`src/rtl/sysctl_pkg.sv`:
```
// Shared system-controller constants and elaboration-time helpers.
// Clock frequency here also sets the GPIO debounce sample period.
package sysctl_pkg;

  localparam int unsigned SYS_CLK_HZ                = 32_000_000;
  localparam int unsigned GPIO_PRESCALE_DEFAULT     = SYS_CLK_HZ / 1000;
  localparam int unsigned GPIO_STABLE_TICKS_DEFAULT = 4;

  // Ceiling log2; returns 0 for values of 0 or 1.
  function automatic int unsigned clog2(input int unsigned value);
    int unsigned r;
    r = 0;
    while ((64'(1) << r) < 64'(value)) r = r + 1;
    return r;
  endfunction

  // Counter width that never collapses to zero bits.
  function automatic int unsigned width_of(input int unsigned value);
    int unsigned w;
    w = clog2(value);
    return (w < 1) ? 1 : w;
  endfunction

endpackage

```
`src/rtl/sysctl_gpio_filter_chan.sv`:
```
// One debounce channel: 2-flop synchronizer, stability counter, output flop.
// Edge strobe flops exist only when SYSCTL_GPIO_FILTER_EDGES_EN is defined.
module sysctl_gpio_filter_chan
  import sysctl_pkg::*;
#(
  parameter int unsigned stable_ticks = GPIO_STABLE_TICKS_DEFAULT,
  parameter logic        reset_value  = 1'b0
) (
  input  logic sys_clk,
  input  logic sys_rst_n,
  input  logic pad,
  input  logic tick,
  output logic filtered,
  output logic rise,
  output logic fall
);

  localparam int unsigned CW = width_of(stable_ticks + 1);
  localparam logic [CW-1:0] CNT_LAST = CW'(stable_ticks - 1);

  logic          sync_meta;
  logic          sync;
  logic [CW-1:0] cnt;
  logic          differs;

  assign differs = (sync != filtered);

  always_ff @(posedge sys_clk or negedge sys_rst_n) begin
    if (!sys_rst_n) begin
      sync_meta <= 1'b0;
      sync      <= 1'b0;
    end else begin
      sync_meta <= pad;
      sync      <= sync_meta;
    end
  end

  // Any sample that agrees with the output restarts the stability count.
  always_ff @(posedge sys_clk or negedge sys_rst_n) begin
    if (!sys_rst_n) begin
      cnt      <= '0;
      filtered <= reset_value;
    end else if (tick) begin
      if (!differs) begin
        cnt <= '0;
      end else if (cnt == CNT_LAST) begin
        filtered <= sync;
        cnt      <= '0;
      end else begin
        cnt <= cnt + CW'(1);
      end
    end
  end

`ifdef SYSCTL_GPIO_FILTER_EDGES_EN
  logic accept;

  assign accept = tick && differs && (cnt == CNT_LAST);

  always_ff @(posedge sys_clk or negedge sys_rst_n) begin
    if (!sys_rst_n) begin
      rise <= 1'b0;
      fall <= 1'b0;
    end else begin
      rise <= accept &&  sync;
      fall <= accept && !sync;
    end
  end
`else
  assign rise = 1'b0;
  assign fall = 1'b0;
`endif

endmodule

```
`src/rtl/sysctl_gpio_filter.sv`:
```
// GPIO pad conditioner: shared sample-tick prescaler plus one debounce channel per input.
// Define SYSCTL_GPIO_FILTER_EDGES_EN to build the rise/fall strobe registers.
module sysctl_gpio_filter
  import sysctl_pkg::*;
#(
  parameter int unsigned          ninputs      = 16,
  parameter int unsigned          prescale     = GPIO_PRESCALE_DEFAULT,
  parameter int unsigned          stable_ticks = GPIO_STABLE_TICKS_DEFAULT,
  parameter logic [ninputs-1:0]   reset_value  = {ninputs{1'b0}}
) (
  input  logic               sys_clk,
  input  logic               sys_rst_n,
  input  logic [ninputs-1:0] gpio_pads,
  output logic [ninputs-1:0] gpio_filtered,
  output logic [ninputs-1:0] gpio_rise,
  output logic [ninputs-1:0] gpio_fall
);

  localparam int unsigned PW = width_of(prescale);
  localparam logic [PW-1:0] PRE_LAST = PW'(prescale - 1);

  logic [PW-1:0] pre_cnt;
  logic          tick;

  // Tick is registered, so it is high for the cycle after the wrap; with
  // prescale of 1 the compare is always true and tick stays high.
  always_ff @(posedge sys_clk or negedge sys_rst_n) begin
    if (!sys_rst_n) begin
      pre_cnt <= '0;
      tick    <= 1'b0;
    end else if (pre_cnt == PRE_LAST) begin
      pre_cnt <= '0;
      tick    <= 1'b1;
    end else begin
      pre_cnt <= pre_cnt + PW'(1);
      tick    <= 1'b0;
    end
  end

  for (genvar i = 0; i < int'(ninputs); i++) begin : g_chan
    sysctl_gpio_filter_chan #(
      .stable_ticks (stable_ticks),
      .reset_value  (reset_value[i])
    ) u_chan (
      .sys_clk   (sys_clk),
      .sys_rst_n (sys_rst_n),
      .pad       (gpio_pads[i]),
      .tick      (tick),
      .filtered  (gpio_filtered[i]),
      .rise      (gpio_rise[i]),
      .fall      (gpio_fall[i])
    );
  end

endmodule

```
`config.mk`:
```
export PLATFORM = sky130hd
export DESIGN_NAME = sysctl_gpio_filter
export DESIGN_NICKNAME = d
export VERILOG_FILES = /design/src/rtl/sysctl_pkg.sv /design/src/rtl/sysctl_gpio_filter_chan.sv /design/src/rtl/sysctl_gpio_filter.sv
export SDC_FILE = /design/constraint.sdc
export NUM_CORES = 1
export LEC_CHECK = 0
export BUFFER_PORTS_ARGS = -buffer_cell sky130_fd_sc_hd__buf_2
export CAP_MARGIN = 20
export CORE_AREA = 2 2 115 117
export DETAILED_ROUTE_END_ITERATION = 7
export DIE_AREA = 0 0 117 119
export PLACE_DENSITY_LB_ADDON = 0.2
export SETUP_SLACK_MARGIN = 0.5
export SLEW_MARGIN = 20
export SYNTH_ARGS = -nofsm -noshare
export SYNTH_HDL_FRONTEND = slang
export SYNTH_SLANG_ARGS = --single-unit
```
`constraint.sdc`:
```
create_clock -name sys_clk -period 2.28 [get_ports sys_clk]
set_input_delay 0.456 -clock sys_clk [delete_from_list [all_inputs] [get_ports sys_clk]]
set_output_delay 0.456 -clock sys_clk [all_outputs]
set_load 0.01 [all_outputs]
```
==> flow_metrics.tcl <==
set metrics [dict create \
    outcome "complete, no violations" \
    grt_max_degree 57 \
    ys_top_cells_by_count "112 x dfrtp_1, 48 x buf_4, 47 x inv_1" \
    fmax_mhz 607.9 \
    final-max-slew-violation-count 0 \
    drc 0 \
    vias_per_cell 4.492 \
    die-height_um 119 \
    path_max_fanout 9 \
    dpl_cell_area_um2 5157 \
    grt_pass1_vias 2882 \
    wl_per_cell_um 11.18 \
    core_um2 12870 \
    clk_pin_slew_ns 0.07 \
    dr_wl_met2_um 3515 \
    period_minus_slack_ns 1.645 \
    synthMuxAreaShare_pct 4.240 \
    synth_area_um2 4987 \
    worstMarginPinSlew_ns 0.7207 \
    ys_async_sr_fraction_pct 100.0 \
    total_power_mw 3.542 \
    fin_skew_ns 0.004215 \
    gp_congestion 0.7531 \
    track_usage_pct 11.72 \
    overflow 0 \
    synth_top_family_by_area "buffers and inverters" \
    synth_xor_area_share_pct 4.215 \
    vias 2915 \
    rsz0062_at_grt "no" \
    drt_first_pass_iters 4 \
    hpwl_um 4911 \
    power_density_nw_per_um2 653.2 \
    synth_top_area_share_pct 56.20 \
    synth-compound-area-share_pct 8.455 \
    seq_area_frac_synth_pct 56.20 \
    crit_required_ns 2.49 \
    layout-drive-gt1-share_pct 15.22 \
    synth_edf_count 0 \
    crit_arrival_ns 1.86 \
    ys.flop_type "dfrtp_1" \
    hold_buffers 0 \
    tritoncts "yes" \
    grt_pass1_wl_um 12880 \
    synth_cells 450 \
    die-area_um2 13920 \
    fin_tns_setup_ns 0 \
    dr.max_layer_used "met4" \
    routed_wirelength_um 7256 \
    portBuffers 33 \
    ys_ff_latch 112 \
    cts_buffers 9 \
    root_buffer "clkbuf_16" \
    critPathKind "reg2reg" \
    post-route-util_pct 42.12 \
    min_path_type "in2async" \
    syn_area_per_cell_um2 11.08 \
    critPathCaptureType "flop" \
    ys_warn_count 0 \
    drtIter0Drc 166 \
    cap_violations 0 \
    cts_sinks 112 \
    setup_violations 0 \
    synthAdderAreaFrac_pct 4.265 \
    worstSkewPairLatency_ns 0.34 \
    wl_met1_um 3378 \
    maxSlewHeadroom_pct 51.96 \
    p_leak_nw 2.568 \
    yosysMostFrequentCell "dfrtp_1" \
    h-tree-depth 3 \
    insertedDiodeCount 0 \
    antenna_found_initial 0 \
    dp_slack_ns 0.5263 \
    hold_viol 0 \
    rows 42 \
    fin_area_um2 5423 \
    synth.area.top_cells "dfrtp_1 56%, buf_4 7.2%, ha_1 4.3%, nand3b_1 4.1%, mux2_2 3.8%" \
    peakVddDrop_uv 325.3 \
    route.met3.wl_um 217 \
    area_delta_synth_final_pct 8.731 \
    nNetsFinal 504 \
    num_io_pins 66 \
    synthSimpleGateAreaFrac_pct 10.79 \
    ant_nets 0 \
    period_share_pct 72.15 \
    die_x_um 117 \
    synth_top_area_cell "dfrtp_1" \
    synth.distinct_cells 35 \
    setup_ws_ns 0.6349 \
    clock_path_buffers 2 \
    start_kind "flop" \
    initial_core_util_pct 38.74 \
    postCtsSetupBuffers 0 \
]
## final timing paths
kind	depth (start not counted)	slack (ns)	start	end
worst max register to register	5	0.63	pre_cnt[0]$_DFF_PN0_	pre_cnt[14]$_DFF_PN0_
worst max-delay path	5	0.63	pre_cnt[0]$_DFF_PN0_	pre_cnt[14]$_DFF_PN0_
min in group sys_clk	1	0.21	gpio_pads[8]	g_chan[8].u_chan.sync_meta$_DFF_PN0_
max in group asynchronous	2	1.48	sys_rst_n	g_chan[10].u_chan.sync_meta$_DFF_PN0_
worst min-delay path	1	0.16	sys_rst_n	g_chan[6].u_chan.sync$_DFF_PN0_
worst min register to register	0	0.35	g_chan[14].u_chan.sync_meta$_DFF_PN0_	g_chan[14].u_chan.sync$_DFF_PN0_
## per-stage QoR
step                      hold WS [ns]  std cells
final                           0.1567        649
after CTS                       0.1912        649
after detailed placement        0.3347        634
after global placement          0.3316        634
after global routing            0.1872        649
after floorplan                 0.1604        481
## state kept, by name (all words and copies together), names as in the netlist
register,cells
g_chan.u_chan.filtered,16
tick,1
g_chan.u_chan.cnt,48
g_chan.u_chan.sync,16
pre_cnt,15
g_chan.u_chan.sync_meta,16
## critical path: stages (launching register included)
cell      delay (ns)
dfrtp_1         0.40
ha_1            0.22
inv_1           0.07
or3_4           0.45
o31ai_1         0.26
o211ai_1        0.12
## cell type report
cell class                      instances  area [um2]
Clock buffer                           11       232.7
Clock inverter                          4       22.52
Fill cell                            1224        7452
Inverter                               47       176.4
Multi-Input combinational cell        261        1724
Sequential cell                       112        2804
Tap cell                              176       220.2
Timing Repair Buffer                   38       242.7
## placed cells by master (no fill, tap or decap), types with 2 or more instances in the layout
| cell type | Yosys | routed |
|---|---|---|
| clkbuf_16 | 0 | 9 |
| nor2_1 | 8 | 8 |
| a21boi_0 | 13 | 13 |
| buf_12 | 0 | 3 |
| mux2_2 | 17 | 17 |
| buf_4 | 48 | 3 |
| o21ai_0 | 32 | 32 |
| xor2_1 | 15 | 15 |
| or3_1 | 5 | 4 |
| buf_2 | 1 | 32 |
| nand2b_1 | 3 | 3 |
| xnor2_1 | 9 | 9 |
| and2_1 | 2 | 2 |
| nand4_1 | 4 | 4 |
| nand3b_1 | 27 | 27 |
| conb_1 | 1 | 32 |
| o31ai_1 | 2 | 2 |
| nor3_1 | 3 | 3 |
| nand2_1 | 35 | 35 |
| clkbuf_1 | 11 | 2 |
| nor2b_1 | 3 | 3 |
| ha_1 | 17 | 17 |
| inv_1 | 47 | 47 |
| clkinv_2 | 0 | 3 |
| a21oi_1 | 2 | 2 |
| mux2i_1 | 2 | 2 |
| o22ai_1 | 16 | 16 |
| dfrtp_1 | 112 | 111 |
| nand3_1 | 6 | 6 |
## routing by layer
| layer | vias up | GRT usage [%] |
|---|---|---|
| li1 | 1452 | - |
| met1 | 1421 | 14.58 |
| met2 | 31 | 18.42 |
| met3 | 11 | 3.969 |
| met4 | 0 | 5.147 |
| met5 | - | 0 |
## repair_timing
| item | CTS | global route |
|---|---|---|
| gates resized for setup | 0 | 2 |
| hold endpoints to repair | 0 | 0 |
| endpoints found under the setup margin | 0 | 10 |
## cell families (layout without fill, tap and decap cells)
kind of cell | count (synthesis) | in the layout
DFF | 112 | 112
buffers and inverters | 108 | 100
and+or+nand+nor | 99 | 99
AOI/OAI and AO/OA | 70 | 70
xor gates and xnor gates | 24 | 24
muxes | 19 | 19
adders and majority gates | 17 | 17
other | 1 | 32
## power by group
| group | leakage (nW) | switching, mW | internal (mW) |
|---|---|---|---|
| registers | 1.47 | 0.0124 | 2.01 |
| clock network | 0.125 | 0.670 | 0.730 |
| logic | 0.968 | 0.0819 | 0.0328 |
Note: power is estimated with default switching activity, not from simulation.
